`src/rtl/instruction_fetch.sv`:
```
// Fetch front end: PC generation, req/ack instruction-memory fetch, and a
// 2-entry buffer toward decode with single-cycle redirect/flush.
module instruction_fetch #(
  parameter int ADDR_W = 16,
  parameter int INSTR_W = 24,
  parameter logic [ADDR_W-1:0] RESET_PC = '0
) (
  input  logic               clk,
  input  logic               rst_n,
  input  logic               stall,
  input  logic               redirect_valid,
  input  logic [ADDR_W-1:0]  redirect_pc,
  output logic               imem_req,
  output logic [ADDR_W-1:0]  imem_addr,
  input  logic               imem_ack,
  input  logic [INSTR_W-1:0] imem_rdata,
  output logic               instr_valid,
  output logic [INSTR_W-1:0] instruction,
  output logic [ADDR_W-1:0]  instr_pc
);

  logic [ADDR_W-1:0]  pc;
  logic [ADDR_W-1:0]  hold_addr;
  logic               busy;
  logic               drop;
  logic [1:0]         occ;
  logic [INSTR_W-1:0] word0, word1;
  logic [ADDR_W-1:0]  wpc0, wpc1;
  logic               ack_take;
  logic               push;
  logic               pop;

  // A dropped request keeps presenting its original address until acked,
  // while pc already holds the redirect target.
  assign imem_req    = rst_n & (busy | (occ != 2'd2));
  assign imem_addr   = drop ? hold_addr : pc;
  assign ack_take    = imem_req & imem_ack;
  assign push        = ack_take & ~drop & ~redirect_valid;
  assign pop         = instr_valid & ~stall & ~redirect_valid;
  assign instr_valid = (occ != 2'd0);
  assign instruction = word0;
  assign instr_pc    = wpc0;

  always_ff @(posedge clk or negedge rst_n) begin
    if (!rst_n) begin
      pc        <= RESET_PC;
      hold_addr <= RESET_PC;
      busy      <= 1'b0;
      drop      <= 1'b0;
      occ       <= 2'd0;
    end else begin
      busy <= imem_req & ~imem_ack;
      if (redirect_valid) begin
        pc  <= redirect_pc;
        occ <= 2'd0;
        if (ack_take) begin
          drop <= 1'b0;
        end else if (imem_req && !drop) begin
          drop      <= 1'b1;
          hold_addr <= pc;
        end
      end else begin
        if (ack_take) begin
          if (drop) drop <= 1'b0;
          else      pc   <= pc + 1'b1;
        end
        case ({push, pop})
          2'b10:   occ <= occ + 2'd1;
          2'b01:   occ <= occ - 2'd1;
          default: occ <= occ;
        endcase
      end
    end
  end

  // Entry 0 is always the head; pushes fill the first free slot.
  always_ff @(posedge clk or negedge rst_n) begin
    if (!rst_n) begin
      word0 <= '0;
      word1 <= '0;
      wpc0  <= '0;
      wpc1  <= '0;
    end else if (!redirect_valid) begin
      case ({push, pop})
        2'b11: begin
          if (occ == 2'd2) begin
            word0 <= word1;
            wpc0  <= wpc1;
            word1 <= imem_rdata;
            wpc1  <= pc;
          end else begin
            word0 <= imem_rdata;
            wpc0  <= pc;
          end
        end
        2'b10: begin
          if (occ == 2'd0) begin
            word0 <= imem_rdata;
            wpc0  <= pc;
          end else begin
            word1 <= imem_rdata;
            wpc1  <= pc;
          end
        end
        2'b01: begin
          word0 <= word1;
          wpc0  <= wpc1;
        end
        default: ;
      endcase
    end
  end

endmodule

```
`config.mk`:
```
export PLATFORM = sky130hd
export DESIGN_NAME = instruction_fetch
export DESIGN_NICKNAME = d
export VERILOG_FILES = /design/src/rtl/instruction_fetch.sv
export SDC_FILE = /design/constraint.sdc
export NUM_CORES = 1
export LEC_CHECK = 0
export BUFFER_PORTS_ARGS = -buffer_cell sky130_fd_sc_hd__clkbuf_2
export CAP_MARGIN = 20
export CELL_PAD_IN_SITES_DETAIL_PLACEMENT = 1
export CELL_PAD_IN_SITES_GLOBAL_PLACEMENT = 1
export CORE_ASPECT_RATIO = 0.8
export CORE_MARGIN = 10
export CORE_UTILIZATION = 40
export DETAILED_ROUTE_END_ITERATION = 10
export PLACE_DENSITY = 0.86
export REMOVE_ABC_BUFFERS = 1
export SLEW_MARGIN = 30
export SYNTH_ARGS = -nofsm -noshare
export SYNTH_HDL_FRONTEND = slang
export SYNTH_SLANG_ARGS = --single-unit
```
`constraint.sdc`:
```
create_clock -name clk -period 2.62 [get_ports clk]
set_input_delay 0.393 -clock clk [delete_from_list [all_inputs] [get_ports clk]]
set_output_delay 0.393 -clock clk [all_outputs]
set_load 0.005 [all_outputs]
```
==> reports/results.tsv <==
stage	metric	value	unit
logic_synthesis	ys_ff_latch	116	
grt	grt_pass1_wl	32.2	mm
logic_synthesis	synth_area	6220	µm²
route	avgViaCountPerCell	5.86	
logic_synthesis	synth_flop_cell	dfrtp_1	
timing	slew_headroom	0.490	
critical_path	cp.arrival	2.84	ns
grt	overflow	0	
cts	numCtsBuffers	17	
critical_path	reg2reg_slack	0.14	ns
grt	grt_pass1_vias	5807	
critical_path	criticalPathCategory	reg2reg	
cells_and_area	antenna_cells	0	
logic_synthesis	synth_cell_types	48	
status	status	finished, final reports clean	
cells_and_area	nets	713	
placement	place_congestion	0.869	
route	first_pass_iters	4	
cts	cts_tree	built	
pwr	power_density	853	nW/µm²
route	drt_iter0_drc	349	
timing	rsz0062_at_grt	no	
floorplan	rows	40	
cts	postCtsSetupBuffers	0	
cts	clk_latency	0.42	ns
placement	placed_cells	854	
critical_path	required	2.98	ns
timing	post-route-min-period	2.48	ns
logic_synthesis	synth_edf_count	0	
hold_path	hold_path_class	in2async	
timing	clock.fmax	0.404	GHz
critical_path	startpoint_type	flop	
pwr	max-vdd-ir-drop	461	µV
logic_synthesis	ys_warn_count	0	
pwr	leakage	0.00359	µW
placement	dp_slack	0.00190	ns
cts	htree_num_levels	4	
floorplan	die_w	159	µm
critical_path	path_max_fanout	24	
grt	grt_max_degree	61	
logic_synthesis	syn_area_per_cell	10.7	µm²
cts	cts.sinks	116	
floorplan	ioPinCount	103	
timing	final_hold_viol_count	0	
critical_path	end_kind	flop	
timing	setup_violations	0	
cts	max-clock-path-buffers	2	
grt	antenna_found_initial	0	
cts	cts_hold_buffers	0	
floorplan	dieHeight	132	µm
critical_path	r2r_start	occ[1]$_DFFE_PN0P_	
timing	finalWorstSetupSlack	0.142	ns
grt	grt_usage	0.187	
logic_synthesis	synthCells	580	
route	ant_nets	0	
floorplan	start_util	0.412	
cts	cts_resized	1	
logic_synthesis	seq_area_frac_synth	0.466	
critical_path	rr_worst_depth	9	
floorplan	die_area	21000	µm²
cells_and_area	syn_to_final_growth	20.9	%
cts	cts_root_buf	clkbuf_16	
logic_synthesis	async_flop_share	1.00	
timing	worst_clock_skew	0.00817	ns
placement	hpwl	13.0	mm
timing	min_period_over_period	0.946	
timing	tightestPinTransition	0.764	ns
critical_path	r2r-end	instr_pc[12]$_DFFE_PN0P_	
placement	io_buffer_count	102	
floorplan	core_area	15100	µm²
route	dr_total_vias	5184	
cts	clk_pin_slew	0.05	ns
timing	slew_viol_final	0	
cells_and_area	stdcell_count	885	
cells_and_area	drive_gt1_frac	0.348	
route	wl_per_cell	22.2	µm
route	drc	0	
route	drt_wl_total	19.6	mm
job	maxCapViolations	0	
critical_path	crit_start	occ[1]$_DFFE_PN0P_	
[registers in the layout, summed over array words and instances (netlist names)]
name         count
pc              16
busy             1
hold_addr       16
wpc1            16
occ              2
instruction     24
drop             1
word1           24
instr_pc        16
[metrics by stage]
stage	hold WS [ns]	util	TNS, ns	power (µW)	instance area [µm²]
floorplan	0.0974	-	-124.08	3370	5910
finish	0.164	0.498	0	6420	7530
CTS	0.177	0.497	0	6480	7520
detailed placement	0.467	0.459	0	4160	6930
global placement	0.459	0.459	0	4020	6930
global route	0.204	0.498	0	6740	7530
[report_power, final]
group	switching [µW]	internal (µW)	total, µW
clock network	800	1490	2290
registers	420	2290	2710
logic	660	758	1420
total	1880	4540	6420
[cells in the final DEF, fill, tap and decap left out, types with 13 or more instances in the layout]
master	netlist	routed
a21o_1	39	39
a221oi_1	39	39
a311oi_1	40	40
buf_4	5	22
clkbuf_16	0	17
clkbuf_2	0	101
dfrtp_1	116	116
mux2_2	57	57
nand2_1	103	103
o21ai_0	13	13
[synthesized netlist by cell type (all sizes together), types with 2 or more instances]
library cell    n  area [µm²]
dfrtp         116        2900
nand2         103         387
mux2           70         826
clkbuf         42         158
a311oi         40         350
a21o           39         293
a221oi         39         342
buf            21         160
o21ai          15        78.8
nor2           11        48.8
nor3            8        40.0
xnor2           8        70.1
inv             7        26.3
mux2i           7        70.1
nand3           7        35.0
nor2b           6        37.5
a22oi           5        37.5
ha              5        62.6
a21oi           4        20.0
nand4           4        25.0
nor4            4        46.3
nor3b           3        33.8
nor4b           3        41.3
a311o           2        20.0
nand2b          2        20.0
[kinds of logic after synthesis]
| group | Yosys count | synth area share |
|---|---|---|
| muxes | 77 | 0.144 |
| buffers and inverters | 70 | 0.0553 |
| AOI/OAI and AO/OA | 148 | 0.192 |
| xor gates and xnor gates | 9 | 0.0127 |
| and+or+nand+nor | 155 | 0.120 |
| adders and majority gates | 5 | 0.0101 |
| DFF | 116 | 0.466 |
[worst max-delay path, stage by stage, from the launching register on]
cell	delay [ns]
dfrtp_1	0.39
nor3b_4	0.17
nor3_2	0.30
buf_4	0.19
inv_1	0.08
ha_1	0.20
a211o_2	0.35
buf_4	0.24
a311oi_1	0.38
a21o_1	0.12
[layer usage]
layer	up-vias	share of wire	track usage
met5	-	0	0
met4	0	0.030	0.0853
met3	46	0.043	0.0446
met2	147	0.50	0.313
met1	2669	0.42	0.223
li1	2322	-	-
[how the worst max path moves through the flow]
stage / endpoint / cells past startpoint
4_1_cts: wpc1[6]$_DFFE_PN0P_ / 8
3_3_place_gp: instruction[19]$_DFFE_PN0P_ / 6
5_1_grt: instr_pc[10]$_DFFE_PN0P_ / 9
6_report: instr_pc[12]$_DFFE_PN0P_ / 9
2_1_floorplan: word1[0]$_DFFE_PN0P_ / 6
3_5_place_dp: instr_pc[1]$_DFFE_PN0P_ / 6
[area by class of cell]
class	count	area, µm²
Clock buffer	27	503
Clock inverter	4	70.1
Fill cell	1681	7590
Inverter	7	26.3
Multi-Input combinational cell	394	3010
Sequential cell	116	2900
Tap cell	210	263
Timing Repair Buffer	127	751
(Power assumes the default switching activity.)
